===== config.mk =====
export PLATFORM = sky130hd
export DESIGN_NAME = glitch_sequencer
export DESIGN_NICKNAME = d
export VERILOG_FILES = /design/src/rtl/glitch_sequencer.sv
export SDC_FILE = /design/constraint.sdc
export NUM_CORES = 1
export LEC_CHECK = 0
export BUFFER_PORTS_ARGS = -buffer_cell sky130_fd_sc_hd__buf_4
export CAP_MARGIN = 20
export CORE_UTILIZATION = 35
export CTS_CLUSTER_DIAMETER = 30
export DETAILED_ROUTE_END_ITERATION = 8
export GPL_ROUTABILITY_DRIVEN = 0
export SYNTH_ARGS = -nofsm -noshare
export SYNTH_HDL_FRONTEND = slang
export SYNTH_SLANG_ARGS = --single-unit

===== constraint.sdc =====
create_clock -name clk_in1 -period 3 [get_ports clk_in1]
set_clock_uncertainty 0.15 [all_clocks]
set_input_delay 0.3 -clock clk_in1 [delete_from_list [all_inputs] [get_ports clk_in1]]
set_output_delay 0.3 -clock clk_in1 [all_outputs]
set_load 0.05 [all_outputs]

===== src/rtl/glitch_sequencer.sv =====
// Clock-glitch sequencer: after a synchronised trigger edge and a programmable
// delay, swaps the target clock for clk_b during a train of glitch windows.
module glitch_sequencer #(
   parameter int DLY_W       = 16,
   parameter int PW_W        = 8,
   parameter int CNT_W       = 8,
   parameter int SYNC_STAGES = 2
) (
   input  logic             clk_in1,
   input  logic             rst_n,
   input  logic             clk_b,
   input  logic             trigger,
   input  logic             arm,
   input  logic             abort,
   input  logic             auto_rearm,
   input  logic [DLY_W-1:0] cfg_delay,
   input  logic [PW_W-1:0]  cfg_width,
   input  logic [PW_W-1:0]  cfg_gap,
   input  logic [CNT_W-1:0] cfg_count,
   output logic             glitch_en,
   output logic             glitched_clk,
   output logic             armed,
   output logic             busy,
   output logic             done,
   output logic [CNT_W-1:0] pulse_cnt
);

   typedef enum logic [2:0] {
      IDLE,
      ARMED,
      DELAY,
      PULSE,
      GAP,
      DONE
   } state_t;

   state_t state;

   logic [SYNC_STAGES-1:0] sync;
   logic                   sync_d;
   logic                   trig_edge;

   logic [DLY_W-1:0] sh_delay;
   logic [PW_W-1:0]  sh_width;
   logic [PW_W-1:0]  sh_gap;
   logic [CNT_W-1:0] sh_count;

   logic [DLY_W-1:0] dly_cnt;
   logic [PW_W-1:0]  pw_cnt;
   logic [CNT_W-1:0] pc_inc;

   assign trig_edge = sync[SYNC_STAGES-1] & ~sync_d;

   // Saturating window count, used both for the register and the exit test.
   assign pc_inc = (pulse_cnt == {CNT_W{1'b1}}) ?
                   pulse_cnt : pulse_cnt + CNT_W'(1);

   // Deliberately glitchy: the whole point is to corrupt the target clock.
   assign glitched_clk = glitch_en ? clk_b : clk_in1;

   always_ff @(posedge clk_in1 or negedge rst_n) begin
      if (!rst_n) begin
         state     <= IDLE;
         sync      <= '0;
         sync_d    <= 1'b0;
         sh_delay  <= '0;
         sh_width  <= '0;
         sh_gap    <= '0;
         sh_count  <= '0;
         dly_cnt   <= '0;
         pw_cnt    <= '0;
         pulse_cnt <= '0;
         glitch_en <= 1'b0;
         armed     <= 1'b0;
         busy      <= 1'b0;
         done      <= 1'b0;
      end else begin
         sync   <= {sync[SYNC_STAGES-2:0], trigger};
         sync_d <= sync[SYNC_STAGES-1];
         done   <= 1'b0;
         if (abort) begin
            state     <= IDLE;
            glitch_en <= 1'b0;
            armed     <= 1'b0;
            busy      <= 1'b0;
         end else begin
            unique case (state)
               IDLE: begin
                  if (arm) begin
                     sh_delay  <= cfg_delay;
                     sh_width  <= (cfg_width == '0) ? PW_W'(1) : cfg_width;
                     sh_gap    <= (cfg_gap == '0) ? PW_W'(1) : cfg_gap;
                     sh_count  <= (cfg_count == '0) ? CNT_W'(1) : cfg_count;
                     pulse_cnt <= '0;
                     armed     <= 1'b1;
                     state     <= ARMED;
                  end
               end
               ARMED: begin
                  if (trig_edge) begin
                     armed <= 1'b0;
                     busy  <= 1'b1;
                     if (sh_delay == '0) begin
                        state     <= PULSE;
                        glitch_en <= 1'b1;
                        pw_cnt    <= sh_width - PW_W'(1);
                     end else begin
                        state   <= DELAY;
                        dly_cnt <= sh_delay - DLY_W'(1);
                     end
                  end
               end
               DELAY: begin
                  if (dly_cnt == '0) begin
                     state     <= PULSE;
                     glitch_en <= 1'b1;
                     pw_cnt    <= sh_width - PW_W'(1);
                  end else begin
                     dly_cnt <= dly_cnt - DLY_W'(1);
                  end
               end
               PULSE: begin
                  if (pw_cnt == '0) begin
                     pulse_cnt <= pc_inc;
                     glitch_en <= 1'b0;
                     if (pc_inc < sh_count) begin
                        state  <= GAP;
                        pw_cnt <= sh_gap - PW_W'(1);
                     end else begin
                        state <= DONE;
                        busy  <= 1'b0;
                        done  <= 1'b1;
                     end
                  end else begin
                     pw_cnt <= pw_cnt - PW_W'(1);
                  end
               end
               GAP: begin
                  if (pw_cnt == '0) begin
                     state     <= PULSE;
                     glitch_en <= 1'b1;
                     pw_cnt    <= sh_width - PW_W'(1);
                  end else begin
                     pw_cnt <= pw_cnt - PW_W'(1);
                  end
               end
               DONE: begin
                  if (auto_rearm) begin
                     state     <= ARMED;
                     armed     <= 1'b1;
                     pulse_cnt <= '0;
                  end else begin
                     state <= IDLE;
                  end
               end
               default: begin
                  state     <= IDLE;
                  glitch_en <= 1'b0;
                  armed     <= 1'b0;
                  busy      <= 1'b0;
               end
            endcase
         end
      end
   end

endmodule


==> reports/metrics.cfg, run 1 <==
[setup_path]
path_buf_inv=0
cp_data_arrival_time_ns=3.10
path_cells=nand3_1, or3_4, xor2_2, nand2_1, ha_1, and4_1, o211ai_1, o211a_4, o21ai_4, mux2_4
crit_family=simple AND/OR/NAND/NOR gates
type_of_the_setup_path_with_the_least_slack=reg2reg
crit_slowest_cell=dfrtp_2
critPathRequiredTime_ns=3.21
worst_path_largest_cell_delay_ns=0.41
critPathCaptureType=flip-flop
critical_path_peak_fanout=7
critical_path.startpoint_type=flip-flop

[worst_hold_path]
holdCritPathClass=in2reg

[cts]
clkTransAtPathRegs_ns=0.07
tritoncts_clock_tree=done
worst_skew_pair_later_pin_latency_ns=0.47

[synthesis]
ys_ff_latch=82
netlist_area_um2=5280
postSynthAreaPerCell_um2=9.37
synth_common_cells=dfrtp_1, nor2_1, nand2_1
synth_edf_count=0
synth_area_leaders=dfrtp_1, mux2_2, a21oi_1, nor2_1, nand2_1
netlist.area_leader.share_pct=38.9
yosys_warnings=0
synth_async_sr_flop_share_pct=100
synth.net_count=623
synthesized_instance_count=563
yosys.area.top_type=dfrtp_1
yosysMostFrequentCell=dfrtp_1
dominantRegCellSynth=dfrtp_1
yosys.cell_types.count=77
synth_sequential_area_ratio_pct=38.9

[timing]
setup_viol=0
period_minus_slack_ns=2.89
fmax_ghz=0.346
maxSlewHeadroom_pct=54.0
report.final.hold_viol_count=0
unrepaired_setup_endpoints_after_global_routing=no
final.period_utilization_pct=96.4
worstMarginPinSlew_ns=0.690
slew_violations=0
fin_setup_tns_ns=0

[grt]
grt_use_total_pct=19.1
grt_pass1_vias=4871
initial_antenna_violation_count=0
grt_first_pass_wirelength_um=24000
grt_overflow=0
pin_count_of_the_biggest_net_entering_global_routing=48

[pwr]
cellInternalPower_w=0.00293
seqPwrFrac_pct=40.4
power_switching_share_pct=36.6
vdd_drop_max_mv=0.391
clock_power_share_pct=28.1
power.density_cell_area_nw_per_um2=666
comb_power_share_pct=31.6
power.switching_w=0.00169
power.static_leakage_nw=2.94

[run_status]
violations=design-rule violations
outcome=complete, but fails checks

[detailed_routing]
detailedRoute.firstIterationViolations=348
drtAntennaViolNets=0
drt_pass1_iterations=7
vias=4825
drcViolationCount=4
post_drt_via_cell_ratio=5.47
wirelength_um=13900
detail_route.wl_per_cell_um=15.7

[cells_and_area]
multiInputGateArea_um2=3030
diodes=0
area_of_all_sequential_standard_cells_um2=2060
number_of_nets_in_the_finished_design=753
postLayoutCoreUtil_pct=47.4
drive_above_1_share_pct=27.8
final_design_area_no_fill_um2=6940
syn2layout_area_growth_pct=31.5
post_layout_nonfiller_instances=882
layout.filler_cells=1400

[placement]
place.port_buffers=59
place_area_um2=6060
dpl.hpwl_um=9760
dp.cells=810

[floorplanning]
die-height_um=125
fp-row-count=44
die-area_um2=15600
start_util_pct=36.0
io_pins=60
die_w_um=125
core_area_um2=14600

[job]
drv_cap=0

area by class of cell:
type,count,area share (%)
timing repair buffer,139,16.6
tap,184,3.32
clock inverter,5,0.451
sequential,82,29.7
clock buffer,15,4.54
inverter,30,1.62
multi-input combinational,427,43.7
state kept, by name, indices dropped and copies added, names as in the netlist, 2 cells and up:
name	cells
dly_cnt	16
pulse_cnt	8
pw_cnt	8
sh_count	8
sh_delay	16
sh_gap	8
sh_width	8
state	3
sync	2
final timing paths:
kind                                           from                        to  slack (ns)  depth (start not counted)
setup / recovery           pulse_cnt[5]$_DFFE_PN0P_     pw_cnt[1]$_DFFE_PN0P_        0.11                         10
hold / removal                                  arm  sh_delay[15]$_DFFE_PN0P_        0.09                          3
setup reg to reg           pulse_cnt[5]$_DFFE_PN0P_     pw_cnt[1]$_DFFE_PN0P_        0.11                         10
hold reg to reg                   sync[0]$_DFF_PN0_         sync[1]$_DFF_PN0_        0.22                          0
max in group asynchronous                     rst_n   dly_cnt[13]$_DFFE_PN0P_        1.75                          3
min in group asynchronous                     rst_n    dly_cnt[8]$_DFFE_PN0P_        0.24                          2
through the flow:
step                      total power, W  worst slack [ns]  hold WS [ns]
after floorplan                  0.00290           0.00284        -0.146
after global placement           0.00331             0.129         0.194
after detailed placement         0.00335            0.0351         0.197
after CTS                        0.00464            0.0413        0.0884
after global routing             0.00493           0.00350         0.102
final                            0.00462             0.108        0.0903
cells by family (layout without fill, tap and decap cells):
kind of cell	after synthesis	after routing	share of synthesized area, %
simple gates	193	193	19.3
compound gates	152	152	20.4
flops	82	82	38.9
xor+xnor	23	23	3.82
mux	46	46	9.91
fa+ha+maj	13	13	3.08
buf+inv	54	189	4.62
layer usage:
layer  routed length (um)  GRT usage (%)  vias up
li1                     -              -     2344
met1                 6710           25.8     2343
met2                 6370           30.0      124
met3                  526           3.05       14
met4                  261           8.79        0
met5                    0              0        -
worst reg2reg max path: stages (launching register included):
cell and delay (ns):
dfrtp_2 0.41, nand3_1 0.12, or3_4 0.40, xor2_2 0.13
nand2_1 0.08, ha_1 0.31, and4_1 0.20, o211ai_1 0.11
o211a_4 0.28, o21ai_4 0.26, mux2_4 0.32
cell usage in the layout, fill, tap and decap left out, types with 3 or more instances in the layout:
master / n
nand2b_1: 4
or3_1: 6
and2_1: 3
clkbuf_16: 12
a21o_1: 5
nor4_1: 6
nor4_2: 3
mux2_2: 38
o21ai_0: 27
o211ai_1: 4
dfrtp_2: 8
o31ai_1: 3
inv_1: 30
dfrtp_1: 74
nor3b_1: 4
buf_4: 96
and3_1: 3
clkinv_2: 3
xnor2_1: 16
o22ai_1: 9
a22o_1: 6
a31oi_1: 6
nor3_1: 24
mux2_4: 3
nand3_1: 11
nor4b_1: 4
mux2i_1: 5
o21a_1: 4
nand4_1: 4
nand2_1: 47
dlygate4sd3_1: 43
ha_1: 12
o311ai_1: 3
xor2_1: 6
or4_1: 3
o21ai_1: 7
a21oi_1: 37
o221ai_1: 8
nor2_1: 48
power by group through the flow:
stage	Combinational (W)	Sequential (W)	Clock, W
floorplan	0.00106	0.00177	0.0000631
global placement	0.00137	0.00186	0.0000802
detailed placement	0.00140	0.00187	0.0000802
CTS	0.00145	0.00186	0.00133
global route	0.00163	0.00193	0.00137
finish	0.00146	0.00187	0.00130
what timing repair did:
item | CTS | global route
hold buffers | 43 | 0
endpoints found under the hold margin | 92 | 0
setup buffers | 0 | 10
pin swaps | 0 | 2
gates cloned | 0 | 0
endpoints found under the setup margin | 1 | 8
resized for setup | 1 | 7
Note: power is estimated with default switching activity, not from simulation.
==> inputs of run 2 (changes only) <==
--- a/config.mk
+++ b/config.mk
@@ -11,6 +11,7 @@
 export CTS_CLUSTER_DIAMETER = 30
 export DETAILED_ROUTE_END_ITERATION = 8
 export GPL_ROUTABILITY_DRIVEN = 0
+export PLACE_DENSITY = 0.65
 export SYNTH_ARGS = -nofsm -noshare
 export SYNTH_HDL_FRONTEND = slang
 export SYNTH_SLANG_ARGS = --single-unit
==> reports/metrics.cfg, run 2 (synthesis gave the netlist of run 1 again) <==
[run_status]
outcome=complete, but fails checks
violations=design-rule violations

[timing]
fin_hold_ws_ns=0.157  ; +0.0667 ns
final.period_utilization_pct=96.2  ; -0.13 points
worstMarginPinSlew_ns=0.839  ; +0.149 ns
period_minus_slack_ns=2.89  ; -0.00403 ns
slew_violations=0  ; unchanged
report.final.hold_viol_count=0  ; unchanged
maxSlewHeadroom_pct=44.1  ; -9.9 points
setup_viol=0  ; unchanged
layout_setup_ws_ns=0.113  ; +0.00403 ns
fmax_ghz=0.346  ; +0.14%

[grt]
grt_pass1_vias=4785  ; -1.8%
grt_first_pass_wirelength_um=23200  ; -3.5%
initial_antenna_violation_count=0  ; unchanged
grt_overflow=0  ; unchanged
grt_use_total_pct=18.5  ; -0.63 points
pin_count_of_the_biggest_net_entering_global_routing=65  ; +35%

[detailed_routing]
drt_pass1_iterations=7  ; unchanged
drtAntennaViolNets=0  ; unchanged
detail_route.wl_per_cell_um=15.2  ; -3.5%
post_drt_via_cell_ratio=5.45  ; -0.39%
vias=4779  ; -0.95%
detailedRoute.firstIterationViolations=358  ; +2.9%
drcViolationCount=10  ; +6
wirelength_um=13300  ; -4.0%

[floorplanning]
start_util_pct=36.0  ; unchanged
die-area_um2=15600  ; unchanged
core_area_um2=14600  ; unchanged
die_w_um=125  ; unchanged
die-height_um=125  ; unchanged
io_pins=60  ; unchanged
fp-row-count=44  ; unchanged

[setup_path]
worst_path_largest_cell_delay_ns=0.43  ; +0.02 ns
critical_path.startpoint_type=flip-flop
cp_data_arrival_time_ns=3.09  ; about the same
path_cells=nand3_1, or3_1, xor2_1, nand2_1, ha_1, and4_1, o211ai_1, o211a_4, o21ai_4, mux2_4
critPathCaptureType=flip-flop
path_buf_inv=0  ; unchanged
critPathRequiredTime_ns=3.20  ; about the same
type_of_the_setup_path_with_the_least_slack=reg2reg
crit_family=simple AND/OR/NAND/NOR gates
critical_path_peak_fanout=5  ; -2
crit_slowest_cell=dfrtp_2

[placement]
place_area_um2=6020  ; -0.62%
placement.setup.worst_slack_ns=0.0257  ; -0.00937 ns
place.port_buffers=59  ; unchanged
dpl.hpwl_um=9630  ; -1.3%

[cells_and_area]
diodes=0  ; unchanged
number_of_nets_in_the_finished_design=748  ; -0.66%
largest_registers=dly_cnt: 16 flops, sh_delay: 16 flops
drive_above_1_share_pct=27.1  ; -0.67 points
mostFrequentLayoutCell=buf_4
syn2layout_area_growth_pct=31.4  ; about the same
final_design_area_no_fill_um2=6930  ; about the same
layout.cells.most_common_list=buf_4, dfrtp_1, nor2_1

[cts]
tritoncts_clock_tree=done
worst_skew_pair_later_pin_latency_ns=0.46  ; about the same
clkTransAtPathRegs_ns=0.06  ; about the same

[pwr]
cellInternalPower_w=0.00301  ; +2.9%
seqPwrFrac_pct=39.6  ; -0.8 points
power_switching_share_pct=36.1  ; -0.56 points
comb_power_share_pct=30.8  ; -0.8 points
power.static_leakage_nw=2.92  ; -0.77%
power.switching_w=0.00170  ; +0.46%
power.density_cell_area_nw_per_um2=680  ; +2.1%
clock_power_share_pct=29.6  ; +1.5 points
vdd_drop_max_mv=0.307  ; -22%
power_w=0.00471  ; +2.0%

[job]
drv_cap=0  ; unchanged

[worst_hold_path]
holdCritPathClass=in2reg

==> run 2: cell count changes in the layout (fill, tap and decap cells not counted), sizes merged <==
cell / before / now
buf: 97 / 92
clkbuf: 14 / 12
clkinv: 4 / 2
clkinvlp: 1 / 3
bufinv: 0 / 1
inv: 30 / 31
==> run 2: worst min-delay path, delay by kind of cell <==
family / cells / cell delay (ns)
simple gates: 1 / 0.08
compound gates: 3 / 0.26
buf+inv: 1 / 0.10
==> run 2: power groups by stage <==
| stage | Sequential (W) | Combinational (W) | Clock [W] |
|---|---|---|---|
| CTS | 0.00186 | 0.00144 | 0.00144 |
| global placement | 0.00186 | 0.00134 | 0.0000802 |
| floorplan | 0.00177 | 0.00106 | 0.0000631 |
| finish | 0.00187 | 0.00145 | 0.00139 |
| detailed placement | 0.00188 | 0.00139 | 0.0000802 |
| global route | 0.00194 | 0.00162 | 0.00148 |
==> run 2: final cells by class <==
cell class              instances  area [um2]
repair buffers                134        1120
clock inverters                 7        78.8
well taps                     184         230
multi-input cells             427        3030
clock buffers                  13         308
inverters                      30         113
flip-flops and latches         82        2060
fillers                      1384        7710
==> run 2: per-layer routing <==
metal	track usage, %	share of wire [%]	vias up
met5	0	0	-
met4	8.06	2.0	0
met3	4.08	5.4	23
met2	29.5	47	157
met1	23.9	46	2262
li1	-	-	2337
==> run 2: what timing repair did <==
action                                  4_1_cts  5_1_grt
pin swaps                                     0        2
hold buffers                                 43        0
cloned                                        0        0
endpoints found under the hold margin       109        0
endpoints found under the setup margin        2       13
setup buffers                                 0       10
resized for setup                             1        5
==> run 2: final timing paths <==
kind                                     startpoint                      end  slack, ns  cells past startpoint
max                        pulse_cnt[1]$_DFFE_PN0P_    pw_cnt[1]$_DFFE_PN0P_       0.11                     10
min                                      auto_rearm        armed$_DFFE_PN0P_       0.16                      5
max reg2reg                pulse_cnt[1]$_DFFE_PN0P_    pw_cnt[1]$_DFFE_PN0P_       0.11                     10
min reg2reg                       sync[0]$_DFF_PN0_        sync[1]$_DFF_PN0_       0.21                      0
max in group asynchronous                     rst_n    sh_gap[4]$_DFFE_PN0P_       1.67                      3
min in group asynchronous                     rst_n  sh_delay[1]$_DFFE_PN0P_       0.32                      2
==> run 2: stage by stage <==
step,instances,TNS (ns),util [%]
final,877,0,47.4
after global routing,877,-0.0311,47.4
after CTS,867,0,46.7
after detailed placement,805,0,41.1
after global placement,805,0,41.1
after floorplan,563,0,-
==> inputs of run 3 (changes only) <==
--- a/config.mk
+++ b/config.mk
@@ -8,6 +8,7 @@
 export BUFFER_PORTS_ARGS = -buffer_cell sky130_fd_sc_hd__buf_4
 export CAP_MARGIN = 20
 export CORE_UTILIZATION = 35
+export CTS_BUF_LIST = sky130_fd_sc_hd__clkbuf_8
 export CTS_CLUSTER_DIAMETER = 30
 export DETAILED_ROUTE_END_ITERATION = 8
 export GPL_ROUTABILITY_DRIVEN = 0
==> reports/metrics.cfg, run 3 (synthesis gave the netlist of run 1 again) <==
[cts]
tritoncts_clock_tree=done
worst_skew_pair_later_pin_latency_ns=0.48  ; +0.02 ns
clkTransAtPathRegs_ns=0.09  ; +0.03 ns

[worst_hold_path]
timing.hold.worst_path_depth=4  ; -1
worst_hold_startpoint=auto_rearm
timing.hold.worst_endpoint=state[0]$_DFFE_PN0P_
holdCritPathClass=in2reg

[grt]
grt_overflow=0  ; unchanged
grt_pass1_vias=4763  ; -0.46%
initial_antenna_violation_count=0  ; unchanged
grt_first_pass_wirelength_um=22900  ; -1.0%
grt_use_total_pct=18.2  ; -0.22 points
pin_count_of_the_biggest_net_entering_global_routing=65  ; unchanged

[placement]
dp.cells=805  ; unchanged
place.port_buffers=59  ; unchanged
dpl.hpwl_um=9630  ; unchanged
placement.setup.worst_slack_ns=0.0257  ; unchanged

[pwr]
vdd_drop_max_mv=0.297  ; -3.2%
comb_power_share_pct=33.5  ; +2.7 points
clock_power_share_pct=23.3  ; -6.3 points
seqPwrFrac_pct=43.2  ; +3.6 points
power.static_leakage_nw=2.84  ; -2.5%
cellInternalPower_w=0.00266  ; -12%
power.density_cell_area_nw_per_um2=637  ; -6.3%
power_switching_share_pct=38.4  ; +2.3 points
power.switching_w=0.00166  ; -2.5%

[setup_path]
worstReg2RegStart=pulse_cnt[1]$_DFFE_PN0P_
critPathRequiredTime_ns=3.22  ; +0.02 ns
critPathCaptureType=flip-flop
path_cells=nand3_1, or3_1, xor2_1, nand2_1, ha_1, and4_1, o211ai_1, o211a_4, o21ai_4, mux2_4
crit-reg2reg-capture=pw_cnt[1]$_DFFE_PN0P_
critical_path_peak_fanout=5  ; unchanged
type_of_the_setup_path_with_the_least_slack=reg2reg
worst-r2r-cell-count=10  ; unchanged
crit_slowest_cell=dfrtp_2
rrSetupSlack_ns=0.13  ; +0.02 ns
worst_path_largest_cell_delay_ns=0.42  ; about the same
cp_data_arrival_time_ns=3.09  ; about the same
critical_path.startpoint_type=flip-flop

[timing]
maxSlewHeadroom_pct=44.3  ; +0.22 points
worstMarginPinSlew_ns=0.835  ; -0.00333 ns
final.period_utilization_pct=95.7  ; -0.57 points
slew_violations=0  ; unchanged
layout_setup_ws_ns=0.130  ; +0.0171 ns
period_minus_slack_ns=2.87  ; -0.0171 ns
setup_viol=0  ; unchanged
fin_hold_ws_ns=0.129  ; -0.0279 ns
report.final.hold_viol_count=0  ; unchanged
fmax_ghz=0.348  ; +0.60%

[detailed_routing]
post_drt_via_cell_ratio=5.42  ; -0.53%
detail_route.wl_per_cell_um=15.1  ; -0.26%
drtAntennaViolNets=0  ; unchanged
wirelength_um=13200  ; -0.49%
drt_pass1_iterations=7  ; unchanged
vias=4743  ; -0.75%
drcViolationCount=10  ; unchanged
detailedRoute.firstIterationViolations=298  ; -17%

[floorplanning]
start_util_pct=36.0  ; unchanged
fp-row-count=44  ; unchanged
io_pins=60  ; unchanged
die_w_um=125  ; unchanged
die-area_um2=15600  ; unchanged
core_area_um2=14600  ; unchanged
die-height_um=125  ; unchanged

[cells_and_area]
layout.cells.most_common_list=buf_4, dfrtp_1, nor2_1
mostFrequentLayoutCell=buf_4
syn2layout_area_growth_pct=28.6
number_of_nets_in_the_finished_design=746  ; -0.27%
diodes=0  ; unchanged
post_layout_nonfiller_instances=875  ; -0.23%
largest_registers=dly_cnt: 16 flops, sh_delay: 16 flops
drive_above_1_share_pct=26.9  ; -0.21 points

[job]
drv_cap=0  ; unchanged

[run_status]
outcome=complete, but fails checks
violations=design-rule violations

run 3: cell types whose count changed in the layout (fill, tap and decap cells not counted), sizes merged:
cell  before  now
buf       92   90
run 3: area by class of cell:
class | count | area (um2)
clock buffer | 13 | 173
clock inverter | 7 | 78.8
fill | 1399 | 7860
inverter | 30 | 113
multi-input combinational | 427 | 3020
sequential | 82 | 2060
tap | 184 | 230
timing repair buffer | 132 | 1100
run 3: power by group through the flow:
stage	combinational (W)	clock, W	sequential [W]
3_3_place_gp	0.00134	0.0000802	0.00186
4_1_cts	0.00144	0.00105	0.00186
6_report	0.00145	0.00101	0.00187
2_1_floorplan	0.00106	0.0000631	0.00177
5_1_grt	0.00161	0.00109	0.00193
3_5_place_dp	0.00139	0.0000802	0.00188
run 3: repair_timing:
action | in CTS | in global routing
setup endpoints to repair | 2 | 13
pin swaps | 0 | 4
setup buffers | 0 | 8
resized for setup | 1 | 5
hold endpoints to repair | 109 | 0
gates cloned | 0 | 0
hold buffers | 43 | 0
run 3: stage by stage:
stage / util (%) / TNS (ns) / total power (W) / area [um2]
floorplan: - / 0 / 0.00290 / 5300
global placement: 41.1 / 0 / 0.00328 / 6020
detailed placement: 41.1 / 0 / 0.00335 / 6020
CTS: 45.8 / 0 / 0.00435 / 6700
global route: 46.3 / -0.00491 / 0.00463 / 6780
finish: 46.3 / 0 / 0.00432 / 6780
run 3: critical path: cells and delay by family, from the launching register on:
family / cells / cell delay, ns
flip-flops: 1 / 0.42
multiplexers: 1 / 0.32
adder cells (fa/ha/maj): 1 / 0.32
AND/OR/NAND/NOR: 4 / 0.78
XOR/XNOR: 1 / 0.16
AO/OA/AOI/OAI: 3 / 0.61
run 3: layer usage:
layer / wire (um) / track usage (%)
met5: 0 / 0
met2: 6270 / 29.2
met3: 606 / 3.44
met4: 252 / 8.50
met1: 6120 / 23.8
run 3: how the worst max path moves through the flow:
| stage | start | end | slack, ns |
|---|---|---|---|
| after global placement | pulse_cnt[1]$_DFFE_PN0P_ | pw_cnt[7]$_DFFE_PN0P_ | 0.14 |
| after floorplan | pulse_cnt[0]$_DFFE_PN0P_ | pw_cnt[0]$_DFFE_PN0P_ | 0.003 |
| after detailed placement | pulse_cnt[1]$_DFFE_PN0P_ | pw_cnt[1]$_DFFE_PN0P_ | 0.03 |
| after global routing | pulse_cnt[5]$_DFFE_PN0P_ | pw_cnt[6]$_DFFE_PN0P_ | -0.003 |
| final | pulse_cnt[1]$_DFFE_PN0P_ | pw_cnt[1]$_DFFE_PN0P_ | 0.13 |
| after CTS | pulse_cnt[1]$_DFFE_PN0P_ | pw_cnt[6]$_DFFE_PN0P_ | 0.05 |
